File: src/rtl/cam_capture_pkg.sv
// Shared types and constants for the multi-camera OV7670 capture front-end.
// Colour-bar table is only referenced when MULTI_CAM_CAPTURE_TEST_PATTERN_EN is defined.
package cam_capture_pkg;

    typedef enum logic [1:0] {WAIT_FRAME, WAIT_LINE, BYTE_HI, BYTE_LO} cap_state_t;

    localparam int H_ACTIVE_DEF = 640;
    localparam int V_ACTIVE_DEF = 480;

    // YUV422 words {Y, U/V}: white, yellow, cyan, green, magenta, red, blue, black
    function automatic logic [15:0] bar_yuv(input logic [2:0] idx);
        case (idx)
            3'd0:    bar_yuv = 16'hEB80;
            3'd1:    bar_yuv = 16'hD292;
            3'd2:    bar_yuv = 16'hAA10;
            3'd3:    bar_yuv = 16'h9136;
            3'd4:    bar_yuv = 16'h6ADE;
            3'd5:    bar_yuv = 16'h515A;
            3'd6:    bar_yuv = 16'h29F0;
            default: bar_yuv = 16'h1080;
        endcase
    endfunction

endpackage

File: src/rtl/cam_channel_capture.sv
// One camera channel: pin synchronisers, edge detect, capture FSM, geometry counters, sticky error.
// MULTI_CAM_CAPTURE_TEST_PATTERN_EN enables tp_en colour-bar substitution of pixel data.
module cam_channel_capture
    import cam_capture_pkg::*;
#(
    parameter int DATA_W   = 8,
    parameter int H_ACTIVE = H_ACTIVE_DEF,
    parameter int V_ACTIVE = V_ACTIVE_DEF,
    parameter int CNT_W    = 12
) (
    input  logic                clk,
    input  logic                reset,
    input  logic                pclk,
    input  logic                href,
    input  logic                vsync,
    input  logic [DATA_W-1:0]   din,
    input  logic                byte_swap,
    input  logic                tp_en,
    input  logic                clr_err,
    output logic [2*DATA_W-1:0] pix_data,
    output logic                pix_valid,
    output logic                active_video,
    output logic                hblank,
    output logic                hsync,
    output logic                vblank,
    output logic                vid_vsync,
    output logic [CNT_W-1:0]    line_cnt,
    output logic                frame_err
);

    localparam logic [CNT_W-1:0] H_EXP = CNT_W'(H_ACTIVE);
    localparam logic [CNT_W-1:0] V_EXP = CNT_W'(V_ACTIVE);

    // [0]=s1, [1]=s2, [2]=s3; vsync chain resets low so a lock needs a real high->low
    logic [2:0]        pclk_s, href_s, vs_s;
    logic [DATA_W-1:0] din_s1, din_s2, din_e;
    logic              e_prise, e_hrise, e_hfall, e_vrise, e_vfall, e_href, e_vs;

    always_ff @(posedge clk or negedge reset) begin
        if (!reset) begin
            pclk_s  <= '0;
            href_s  <= '0;
            vs_s    <= '0;
            din_s1  <= '0;
            din_s2  <= '0;
            din_e   <= '0;
            e_prise <= 1'b0;
            e_hrise <= 1'b0;
            e_hfall <= 1'b0;
            e_vrise <= 1'b0;
            e_vfall <= 1'b0;
            e_href  <= 1'b0;
            e_vs    <= 1'b1;
        end else begin
            pclk_s  <= {pclk_s[1:0], pclk};
            href_s  <= {href_s[1:0], href};
            vs_s    <= {vs_s[1:0], vsync};
            din_s1  <= din;
            din_s2  <= din_s1;
            din_e   <= din_s2;
            e_prise <= pclk_s[1] & ~pclk_s[2];
            e_hrise <= href_s[1] & ~href_s[2];
            e_hfall <= ~href_s[1] & href_s[2];
            e_vrise <= vs_s[1] & ~vs_s[2];
            e_vfall <= ~vs_s[1] & vs_s[2];
            e_href  <= href_s[1];
            e_vs    <= vs_s[1];
        end
    end

    cap_state_t          state;
    logic                locked;
    logic [CNT_W-1:0]    pix_cnt;
    logic [DATA_W-1:0]   hi_byte;
    logic [2*DATA_W-1:0] word;
    logic                err_set;

    always_comb begin
        word = byte_swap ? {din_e, hi_byte} : {hi_byte, din_e};
`ifdef MULTI_CAM_CAPTURE_TEST_PATTERN_EN
        if (tp_en) word = (2*DATA_W)'(bar_yuv(pix_cnt[8:6]));
`endif
    end

`ifndef MULTI_CAM_CAPTURE_TEST_PATTERN_EN
    logic unused_tp_en;
    assign unused_tp_en = tp_en;
`endif

    // Frame check is skipped when no line was counted since lock (line_cnt still 0)
    always_comb begin
        err_set = 1'b0;
        if (e_vrise)
            err_set = locked && (line_cnt != '0) && (line_cnt != V_EXP);
        else if (!e_vfall && e_hfall && state != WAIT_FRAME)
            err_set = (pix_cnt != H_EXP) || (state == BYTE_LO);
    end

    always_ff @(posedge clk or negedge reset) begin
        if (!reset) begin
            state        <= WAIT_FRAME;
            locked       <= 1'b0;
            pix_cnt      <= '0;
            line_cnt     <= '0;
            hi_byte      <= '0;
            pix_data     <= '0;
            pix_valid    <= 1'b0;
            hsync        <= 1'b0;
            active_video <= 1'b0;
            hblank       <= 1'b1;
            vblank       <= 1'b1;
            vid_vsync    <= 1'b1;
            frame_err    <= 1'b0;
        end else begin
            pix_valid    <= 1'b0;
            hsync        <= 1'b0;
            active_video <= locked & e_href;
            hblank       <= ~(locked & e_href);
            vblank       <= e_vs;
            vid_vsync    <= e_vs;
            frame_err    <= err_set | (frame_err & ~clr_err);
            if (e_vrise) begin
                state <= WAIT_FRAME;
            end else if (e_vfall) begin
                state    <= WAIT_LINE;
                locked   <= 1'b1;
                line_cnt <= '0;
                pix_cnt  <= '0;
            end else if (e_hfall && state != WAIT_FRAME) begin
                state    <= WAIT_LINE;
                hsync    <= 1'b1;
                pix_cnt  <= '0;
                line_cnt <= (line_cnt == {CNT_W{1'b1}}) ? line_cnt : line_cnt + 1'b1;
            end else begin
                case (state)
                    WAIT_LINE: if (e_hrise) state <= BYTE_HI;
                    BYTE_HI: if (e_prise && e_href) begin
                        hi_byte <= din_e;
                        state   <= BYTE_LO;
                    end
                    BYTE_LO: if (e_prise && e_href) begin
                        pix_data  <= word;
                        pix_valid <= 1'b1;
                        pix_cnt   <= (pix_cnt == {CNT_W{1'b1}}) ? pix_cnt : pix_cnt + 1'b1;
                        state     <= BYTE_HI;
                    end
                    default: ;
                endcase
            end
        end
    end

endmodule

File: src/rtl/multi_cam_capture.sv
// N-channel OV7670 capture front-end: slices pin buses into independent channel instances.
// MULTI_CAM_CAPTURE_TEST_PATTERN_EN enables the tp_en colour-bar pattern in every channel.
module multi_cam_capture
    import cam_capture_pkg::*;
#(
    parameter int NUM_CH   = 2,
    parameter int DATA_W   = 8,
    parameter int H_ACTIVE = H_ACTIVE_DEF,
    parameter int V_ACTIVE = V_ACTIVE_DEF,
    parameter int CNT_W    = 12
) (
    input  logic                       clk,
    input  logic                       reset,
    input  logic [NUM_CH-1:0]          pclk,
    input  logic [NUM_CH-1:0]          href,
    input  logic [NUM_CH-1:0]          vsync,
    input  logic [NUM_CH*DATA_W-1:0]   din,
    input  logic                       byte_swap,
    input  logic                       tp_en,
    input  logic                       clr_err,
    output logic [NUM_CH*2*DATA_W-1:0] pix_data,
    output logic [NUM_CH-1:0]          pix_valid,
    output logic [NUM_CH-1:0]          active_video,
    output logic [NUM_CH-1:0]          hblank,
    output logic [NUM_CH-1:0]          hsync,
    output logic [NUM_CH-1:0]          vblank,
    output logic [NUM_CH-1:0]          vid_vsync,
    output logic [NUM_CH*CNT_W-1:0]    line_cnt,
    output logic [NUM_CH-1:0]          frame_err
);

    for (genvar g = 0; g < NUM_CH; g++) begin : g_ch
        cam_channel_capture #(
            .DATA_W  (DATA_W),
            .H_ACTIVE(H_ACTIVE),
            .V_ACTIVE(V_ACTIVE),
            .CNT_W   (CNT_W)
        ) u_ch (
            .clk         (clk),
            .reset       (reset),
            .pclk        (pclk[g]),
            .href        (href[g]),
            .vsync       (vsync[g]),
            .din         (din[g*DATA_W +: DATA_W]),
            .byte_swap   (byte_swap),
            .tp_en       (tp_en),
            .clr_err     (clr_err),
            .pix_data    (pix_data[g*2*DATA_W +: 2*DATA_W]),
            .pix_valid   (pix_valid[g]),
            .active_video(active_video[g]),
            .hblank      (hblank[g]),
            .hsync       (hsync[g]),
            .vblank      (vblank[g]),
            .vid_vsync   (vid_vsync[g]),
            .line_cnt    (line_cnt[g*CNT_W +: CNT_W]),
            .frame_err   (frame_err[g])
        );
    end

endmodule

File: config.mk
export PLATFORM = sky130hd
export DESIGN_NAME = multi_cam_capture
export DESIGN_NICKNAME = d
export VERILOG_FILES = /design/src/rtl/cam_capture_pkg.sv /design/src/rtl/cam_channel_capture.sv /design/src/rtl/multi_cam_capture.sv
export SDC_FILE = /design/constraint.sdc
export NUM_CORES = 1
export LEC_CHECK = 0
export ABC_AREA = 1
export ABC_CLOCK_PERIOD_IN_PS = 2900
export CAP_MARGIN = 20
export CORE_MARGIN = 2
export CORE_UTILIZATION = 50
export CTS_BUF_LIST = sky130_fd_sc_hd__clkbuf_2 sky130_fd_sc_hd__clkbuf_4 sky130_fd_sc_hd__clkbuf_8
export DETAILED_ROUTE_END_ITERATION = 7
export GPL_TIMING_DRIVEN = 0
export PLACE_DENSITY = 0.8
export SLEW_MARGIN = 20
export SYNTH_ARGS = -nofsm -noshare
export SYNTH_HDL_FRONTEND = slang
export SYNTH_SLANG_ARGS = --single-unit
File: constraint.sdc
create_clock -name clk -period 2.9 [get_ports clk]
set_clock_uncertainty 0.2 [all_clocks]
set_input_delay 0.58 -clock clk [delete_from_list [all_inputs] [get_ports clk]]
set_output_delay 0.58 -clock clk [all_outputs]
set_load 0.05 [all_outputs]
==> metrics.txt, run 1 <==
run status completed; Total GRT Usage 0.198; Longest Clk Path Bufs 2; clk_lat worst skew 0.46 ns; Synth Area per Inst 8.93 µm²; Die Height 133 µm; Ys Warns 0; Die Area 17700 µm²; register share of total power 0.454; # setup viols final 0; worst-margin pin slew 0.531 ns; NetSw 2840 µW; Pwr Density 751 nW/µm²; largest net degree at the start of global routing 69; CP Data Arrival Time 1.91 ns; vias in the first global route 5955; critical path's largest stage delay 0.79 ns; Sink Count 192; Leakage 0.00459 µW; Synth Register Bits 192; Synth top area share 0.561; CP Cell Sequence buf_4 -> clkdlybuf4s50_1; I/O pin count 97; Final ANT Viol Nets 0; synth cell count leaders nand2_1 (257), dfrtp_1 (186), o21ai_0 (109); total CTS buffers 17; cell row count 47; top cells by area, synth dfrtp_1 (56%), nand2_1 (12%), o21ai_0 (6.6%); first-pass GRT wire length 28100 µm; Syn-to-layout area delta 20.4%; drt wl/cell about 13 µm; via count 6402; Seq/Total Area, Yosys 0.580; Worst-path clk slew around 0.10 ns; layout cells sized above 1 0.0888; Initial Utilization 0.506; initial antenna violation count 0; DP Worst Slack 0.713 ns; # Post-CTS Setup Buffers 0; Final Critical Period 2.69 ns; Worst EP required 2.12 ns; dpl hpwl 11900 µm; post-placement cell area 9580 µm²; Design Power 7510 µW; total grt overflow 0; Routed WL 16300 µm; number of flops mapped to enable cells by yosys 0; kind of critical path reg2out; final setup margin 0.207 ns; n_diodes 0; Critical Path Start Type flop; Via-to-Cell Ratio 5.01; Hold Violations, Final 0; number of library cell types mapped by synthesis 38; post_cts resized 0; Synth area leader dfrtp_1; Slew HR 0.645; most common cell in the synthesized netlist nand2_1; depth of the CTS H-tree 4; core area 16400 µm²; Int Power 4670 µW; slowest CP cell clkdlybuf4s50_1; post-route cell area 10000 µm²; Port Buf Inserts 94; RSZ-0062 raised after global routing false; Critical Path End Type output pin; CTS root buffer clkbuf_8; Iteration-0 DRC Markers 443; max-cap viol count 0; Synth Instances 930; sw frac 0.378; worst hold path type reg2reg; Slew Viols, Final 0; fin crit share 0.929; Peak VDD IR 0.478 mV; GP Congestion 0.915; CTS tree built; Worst Path Max Fanout 2; Fmax 0.371 GHz; combinational power share 0.312; cts hold-fix bufs 1; syn_nets around 970; drt first pass iters 5; Mapped Area 8300 µm²; nets 1081; DRC 0; die span in x ~130 µm; Main synth FF type dfrtp_1; Async SR Flop Fraction 1.00; clock share of power 0.234
-- cell type report --
type / count / area (µm²)
Buffer: 37 / 238
Clock buffer: 18 / 248
Clock inverter: 14 / 161
Fill cell: 1371 / 6410
Inverter: 107 / 404
Multi-Input combinational cell: 594 / 2850
Sequential cell: 192 / 4810
Tap cell: 220 / 275
Timing Repair Buffer: 97 / 1010
-- sequential cells by signal (all words and copies together) (netlist names), 4 cells and up --
signal              flops
g_ch.u_ch.din_e        16
g_ch.u_ch.din_s1       16
g_ch.u_ch.din_s2       16
g_ch.u_ch.hi_byte      16
g_ch.u_ch.href_s        4
g_ch.u_ch.line_cnt     24
g_ch.u_ch.pclk_s        6
g_ch.u_ch.pix_cnt      24
g_ch.u_ch.pix_data     32
g_ch.u_ch.state         4
g_ch.u_ch.vs_s          6
-- placed cells by master (no fill, tap or decap), types with 2 or more instances in the layout --
master	count
clkbuf_1	7
dfstp_2	6
dfrtp_1	186
inv_8	6
o21a_1	17
nor2_1	70
o21ai_0	109
buf_6	4
nand2_2	4
nor3_1	5
inv_6	2
a21oi_1	7
o21bai_1	2
nand3_1	66
clkdlybuf4s50_1	93
nand2_1	257
ha_1	8
o21ai_1	4
nand4_1	12
nand3_2	2
clkinv_4	2
buf_4	15
xor2_1	9
nor2_4	3
buf_16	2
nor2_2	2
nand2_4	2
inv_2	3
clkbuf_8	18
or2_2	2
nand3b_1	4
inv_1	103
buf_2	10
-- metrics by stage --
step | util | hold slack, ns | std cells | setup TNS (ns)
final | 0.609 | 0.146 | 1279 | 0
after global routing | 0.609 | 0.145 | 1279 | 0
after CTS | 0.609 | 0.147 | 1279 | 0
after detailed placement | 0.584 | 0.135 | 1246 | 0
after global placement | 0.580 | 0.131 | 1244 | -1267.09
after floorplan | - | 0.0844 | 930 | 0
-- path summary, 6_finish.rpt --
path | slack [ns] | from | endpoint | cells after the start
max | 0.21 | g_ch[1].u_ch.vblank | vid_vsync[1] | 2
min | 0.15 | g_ch[0].u_ch.din_s2[1] | g_ch[0].u_ch.din_e[1] | 0
max reg2reg | 0.90 | g_ch[1].u_ch.pix_cnt[0] | g_ch[1].u_ch.pix_cnt[2] | 9
min reg2reg | 0.15 | g_ch[0].u_ch.din_s2[1] | g_ch[0].u_ch.din_e[1] | 0
max in group asynchronous | 1.04 | reset | g_ch[1].u_ch.hblank | 4
min in group asynchronous | 0.42 | reset | g_ch[0].u_ch.line_cnt[0] | 2
-- cell families after synthesis --
logic type	after synthesis	synth area share
adder cells (fa/ha/maj)	8	0.0121
flip-flops	192	0.580
buffers and inverters	144	0.0773
AND/OR/NAND/NOR	435	0.228
AO/OA/AOI/OAI	141	0.0922
XOR/XNOR	10	0.0105
-- power by group through the flow --
stage / clock [µW] / combinational (µW) / sequential, µW
after floorplan: 0 / 732 / 4250
after global placement: 0 / 2300 / 3450
after detailed placement: 0 / 2360 / 3470
after CTS: 1820 / 2370 / 3410
after global routing: 1930 / 2520 / 3470
final: 1760 / 2340 / 3410
-- per-layer routing --
metal  wire length (µm)  vias up  track usage
li1                   -     3187            -
met1               7340     3039        0.265
met2               8080      157        0.327
met3                708       19       0.0352
met4                203        0       0.0693
met5                  0        -            0
-- critical path, delay by kind of cell (launching register included) --
kind	cells	cell delay, ns
buf+inv	2	0.89
flops	1	0.56
Power figures use the tool's default switching activity.
==> run 2, diff against run 1 <==
--- a/config.mk
+++ b/config.mk
@@ -11,10 +11,11 @@
 export CORE_MARGIN = 2
 export CORE_UTILIZATION = 50
 export CTS_BUF_LIST = sky130_fd_sc_hd__clkbuf_2 sky130_fd_sc_hd__clkbuf_4 sky130_fd_sc_hd__clkbuf_8
+export CTS_CLUSTER_DIAMETER = 120
 export DETAILED_ROUTE_END_ITERATION = 7
 export GPL_TIMING_DRIVEN = 0
 export PLACE_DENSITY = 0.8
-export SLEW_MARGIN = 20
+export SLEW_MARGIN = 40
 export SYNTH_ARGS = -nofsm -noshare
 export SYNTH_HDL_FRONTEND = slang
 export SYNTH_SLANG_ARGS = --single-unit
==> results of run 2 <==
The final DEF is identical to that of run 1; final timing and power are the same.
==> RTL change 1 (settings of run 2) <==
Reset style: synchronous (`reset`), changed in 2 clocked blocks.
--- a/src/rtl/cam_channel_capture.sv
+++ b/src/rtl/cam_channel_capture.sv
@@ -36,7 +36,7 @@
     logic [DATA_W-1:0] din_s1, din_s2, din_e;
     logic              e_prise, e_hrise, e_hfall, e_vrise, e_vfall, e_href, e_vs;
 
-    always_ff @(posedge clk or negedge reset) begin
+    always_ff @(posedge clk) begin
         if (!reset) begin
             pclk_s  <= '0;
             href_s  <= '0;
@@ -96,7 +96,7 @@
             err_set = (pix_cnt != H_EXP) || (state == BYTE_LO);
     end
 
-    always_ff @(posedge clk or negedge reset) begin
+    always_ff @(posedge clk) begin
         if (!reset) begin
             state        <= WAIT_FRAME;
             locked       <= 1'b0;
Check against the original RTL: differs if reset is asserted again (counterexample within 4 cycles, from zero or initial values and one cycle with reset low); with reset held inactive, the same outputs for 4 cycles.
==> RTL change 1 against run 2 <==
Area after synthesis down 2.7%. Critical path depth down 1. Sequential share of layout area down 8.4 points. Synthesized cell count up 21%. Largest cell class unchanged. Utilization up 0.25 points. Final area down 3.1%. Register-to-register slack worse by 0.03 ns. Sequential cell count unchanged. Non-clock buffer count up 9. Wire length up 13%. Setup slack better by 0.12 ns. Worst hold slack better by 0.053 ns.
Power is not compared: it rests on default switching activity, and its combinational part moved more than twofold at a synthesized area within 25%.
==> RTL change 1: results (changes against run 2) <==
| Metric | Value |
|---|---|
| Outcome | complete, no violations |
| Fill count | 1,410 (+2.8%) |
| Hold Crit Depth | 1 (+1) |
| Final setup margin | 0.330 ns (+0.123 ns) |
| Worst Reg-to-Reg Cells | 8 (-1) |
| Adder-cell share of the synthesized area | 0.0124 (+0.000334) |
| Initial antenna violation count | 0 (unchanged) |
| Syn nets | 1,163 (+21%) |
| Worst-Margin Slew | 0.647 ns (+0.116 ns) |
| Final GP Congestion | 0.933 (+1.9%) |
| Dpl cells | 1,438 (+15%) |
| Hold WC Path Type | flip-flop to flip-flop |
| Root Driver | clkbuf_8 |
| Worst vdd ir | 0.400 mV |
| Worst-path fanout max | 7 (+5) |
| Vias in the first global route | 6,648 (+12%) |
| Mux share of post-synthesis cell area | 0.0198 (+0.0198) |
| Flop pwr share | 0.577 |
| LEAKAGE | 4.49 nW |
| Flop-to-flop setup slack | 0.87 ns (-0.03 ns) |
| Cell Area, Placed | 9290 µm² (-3.0%) |
| Avg WL per Cell | 12.6 µm (-1.4%) |
| Regs by FF count | g_ch.u_ch.pix_data x32, g_ch.u_ch.line_cnt x24, g_ch.u_ch.pix_cnt x24 |
| Netlist cell types | 35 (-7.9%) |
| Max stage delay on crit path | 0.85 ns (+0.06 ns) |
| Register area share after synthesis | 0.476 (-0.104) |
| Worst endpoint data arrival time | 1.79 ns (-0.12 ns) |
| Htree depth | 4 (unchanged) |
| Async SR Flop Fraction | 0 (-1.00) |
| Synthesis Warnings | 0 (unchanged) |
| Global-route usage over all layers | 0.215 (+0.0170) |
| Area occupied by registers | 3840 µm² (-20%) |
| Largest net degree at the start of global routing | 17 (-75%) |
| Hold Fails Final Rpt | 0 (unchanged) |
| First-pass GRT wire length | 30.3 mm (+7.8%) |
| Layout cells sized above 1 | 0.0710 (-0.0177) |
| RR Endpoint | g_ch[1].u_ch.line_cnt[1] |
| Worst Hold End | g_ch[1].u_ch.e_prise |
| Compound-Gate Fraction of Synth Area | 0.106 (+0.0134) |
| Via count of the routed design | 7,202 (+12%) |
| Critical Path End | line_cnt[20] |
| Clk buf depth | 2 (unchanged) |
| Hold_sp | g_ch[1].u_ch.pclk_s[2] |
| Crit path from | g_ch[1].u_ch.line_cnt[8] |
| Post-synth top cells | nand2_1 (266), dfxtp_1 (192), inv_1 (181) |
| Final net count | 1,276 (+18%) |
| Postcts setup bufs | 0 (unchanged) |
| Hpwl dp | 13.2 mm (+11%) |
| Delay-heaviest family, CP | buffers and inverters |
| 1st-iter DRT viols | 484 (+9.3%) |
| Post-Synthesis Cells | 1,128 (+21%) |
| Pre-CTS setup slack | 0.229 ns (-0.484 ns) |
| Hold_ws | 0.199 ns (+0.0533 ns) |
| Ant. Diodes | 0 (unchanged) |
| Worst skew pair latency | 0.48 ns (+0.02 ns) |
| Vias/cell | 4.90 (-2.1%) |
| Post-synthesis xor/xnor area fraction | 0 (-0.0105) |
| Area contributors post-synth | dfxtp_1 (48%), nand2_1 (12%), inv_1 (8.4%) |
| Reg-to-Reg Start | g_ch[1].u_ch.line_cnt[0] |
==> RTL change 1: changes by cell type in the layout (fill, tap and decap cells not counted), sizes merged, moves of 16 or more <==
| cell | before | now |
|---|---|---|
| dfxtp | 0 | 192 |
| nor2 | 76 | 143 |
| mux2i | 0 | 16 |
| inv | 115 | 191 |
| nand3 | 68 | 49 |
| o21a | 17 | 0 |
| dfrtp | 186 | 0 |
| a21oi | 8 | 59 |
==> RTL change 1: cell type report <==
cell class	instances	area share
timing repair buffer	94	0.0972
clock buffer	20	0.0271
multi-input combinational	698	0.334
sequential	192	0.397
inverter	189	0.0733
clock inverter	11	0.0136
tap	216	0.0279
buffer	49	0.0302
==> RTL change 1: routing by layer <==
metal | GRT usage | part of all wire | routed length, µm
met1 | 0.264 | 0.46 | 8500
met3 | 0.0548 | 0.050 | 928
met2 | 0.363 | 0.47 | 8650
met4 | 0.0845 | 0.022 | 412
met5 | 0 | 0 | 0
==> RTL change 2 (settings of run 2) <==
Made on the original files. Change the parameter `NUM_CH` from 2 to 4.
--- a/src/rtl/multi_cam_capture.sv
+++ b/src/rtl/multi_cam_capture.sv
@@ -3,7 +3,7 @@
 module multi_cam_capture
     import cam_capture_pkg::*;
 #(
-    parameter int NUM_CH   = 2,
+    parameter int NUM_CH   = 4,
     parameter int DATA_W   = 8,
     parameter int H_ACTIVE = H_ACTIVE_DEF,
     parameter int V_ACTIVE = V_ACTIVE_DEF,
Ports: changed (13 resized); port bits go from 97 to 189. The function was not compared with the original's and may differ.
==> RTL change 2 against run 2 <==
Non-clock buffer count rose by 131. Area after synthesis rose by 96%. Synthesized cell count rose by 91%. Final area rose by 100%. Setup slack got worse by 0.13 ns. Maximum frequency fell by 4.6%. Power rose by 120%. Sequential share of layout area fell by 0.97 points. Wire length rose by 130%. Register-to-register slack got worse by 0.07 ns. Sequential cell count rose by 192.
==> RTL change 2: results (changes against run 2) <==
| Metric | Value |
|---|---|
| Worst-path fanout max | 2 (unchanged) |
| Vias in the first global route | 12,600 (+110%) |
| Worst endpoint data arrival time | 2.04 ns (+0.13 ns) |
| Hold_ws | 0.110 ns (-0.0358 ns) |
| Worst-Margin Slew | 0.611 ns (+0.0805 ns) |
| Synthesis Warnings | 0 (unchanged) |
| Global-route usage over all layers | 0.225 (+0.0270) |
| Final net count | 2,106 (+95%) |
| Layout cells sized above 1 | 0.119 (+0.0300) |
| Cts repair resizes | 0 (unchanged) |
| Regs by FF count | g_ch.u_ch.pix_data x64, g_ch.u_ch.line_cnt x48, g_ch.u_ch.pix_cnt x48 |
| PortBufs | 186 (+98%) |
| Async SR Flop Fraction | 1.00 (unchanged) |
| Dpl cells | 2,414 (+94%) |
| Clock-pin slew on the worst setup and hold paths | 0.06 ns (-0.04 ns) |
| Non-Filler Instances | 2,531 (+98%) |
| Flop-to-flop setup slack | 0.83 ns (-0.07 ns) |
| Hold WC Path Type | flip-flop to flip-flop |
| Clk buf depth | 3 (+1) |
| Htree depth | 3 (-1) |
| TritonCTS buffer count | 66 (+49) |
| Min Tclk post-route | 2.82 ns (+0.130 ns) |
| Area contributors post-synth | dfrtp_1 (57%), nand2_1 (10%), o21ai_0 (5.2%) |
| Initial antenna violation count | 1 (+1) |
| Register area share after synthesis | 0.590 (+0.0105) |
| Vias/cell | 5.03 (+0.42%) |
| Avg WL per Cell | 14.7 µm (+15%) |
| Hpwl dp | 26.6 mm (+120%) |
| Largest net degree at the start of global routing | 74 (+7.2%) |
| First-pass GRT wire length | 61.3 mm (+120%) |
| Primary FF master, synth | dfrtp_1 |
| LEAKAGE | 9.61 nW (+110%) |
| Switch Pwr | 5.79 mW (+100%) |
| Worst vdd ir | 0.460 mV (-3.7%) |
| Pre-CTS setup slack | 0.709 ns (-0.00433 ns) |
| Outcome | complete, no violations |
| Post-synth top cells | nand2_1 (445), dfrtp_1 (372), inv_1 (213) |
| Postcts setup bufs | 0 (unchanged) |
| 1st-iter DRT viols | 685 (+55%) |
| Cell Area, Placed | 18,900 µm² (+97%) |
| Netlist cell types | 44 (+16%) |
| Root Driver | clkbuf_8 |
| Final GP Congestion | 0.908 (-0.72%) |
| Initial DRT Pass Iterations | 7 (+2) |
| Worst skew pair latency | 0.60 ns (+0.14 ns) |
| Post-Synthesis Cells | 1,780 (+91%) |
-- RTL change 2: cell count changes after synthesis, sizes merged, moves of 22 or more --
cell / before / now
dfrtp: 186 / 372
nand3: 68 / 116
inv: 107 / 221
buf: 30 / 54
nor2: 76 / 147
mux2: 0 / 22
nand2: 263 / 456
o21ai: 113 / 197
-- RTL change 2: logic make-up (layout without fill, tap and decap cells) --
group | Yosys count | after routing | share of synthesized area
buffers and inverters | 295 | 603 | 0.0792
adders and majority gates | 16 | 16 | 0.0123
and+or+nand+nor | 780 | 780 | 0.205
xor gates and xnor gates | 17 | 17 | 0.00913
other | 0 | 1 | 0
muxes | 22 | 22 | 0.0152
AOI/OAI and AO/OA | 266 | 266 | 0.0888
DFF | 384 | 384 | 0.590
-- RTL change 2: what timing repair did --
item | 4_1_cts | 5_1_grt
hold endpoints to repair | 69 | 0
hold buffers | 1 | 0
setup endpoints to repair | 0 | 0
-- RTL change 2: metal layers --
metal / wire length (µm) / global-route usage / vias up / share of wire
met5: 0 / 0 / - / 0
met4: 1560 / 0.110 / 0 / 0.042
met3: 2300 / 0.0498 / 97 / 0.062
met2: 17200 / 0.361 / 390 / 0.46
met1: 16000 / 0.291 / 6030 / 0.43
li1: - / - / 6205 / -
-- RTL change 2: cell type report --
class	instances	area [µm²]
Antenna cell	1	2.50
Buffer	72	454
Clock buffer	93	1220
Clock inverter	22	277
Fill cell	2591	11900
Inverter	223	837
Multi-Input combinational cell	1101	5400
Sequential cell	384	9620
Tap cell	442	553
Timing Repair Buffer	193	2040
-- RTL change 2: final timing paths --
check	start	end	cells past startpoint
max	g_ch[0].u_ch.vblank	vblank[0]	2
min	g_ch[1].u_ch.vs_s[0]	g_ch[1].u_ch.vs_s[1]	0
max reg2reg	g_ch[0].u_ch.line_cnt[1]	g_ch[0].u_ch.line_cnt[0]	8
min reg2reg	g_ch[1].u_ch.vs_s[0]	g_ch[1].u_ch.vs_s[1]	0
max in group asynchronous	reset	g_ch[1].u_ch.e_vs	5
min in group asynchronous	reset	g_ch[0].u_ch.state[0]	2
-- RTL change 2: power groups by stage --
stage | Sequential [mW] | Clock (mW) | Combinational [mW]
after floorplan | 8.07 | 0 | 1.55
after global placement | 6.82 | 0 | 4.31
after detailed placement | 6.84 | 0 | 4.45
after CTS | 6.77 | 5.54 | 4.47
after global routing | 6.86 | 5.79 | 4.76
final | 6.77 | 5.39 | 4.44
-- RTL change 2: critical path, stage by stage, from the launching register on --
cell	delay, ns
dfstp_2	0.55
buf_4	0.10
clkdlybuf4s50_1	0.79
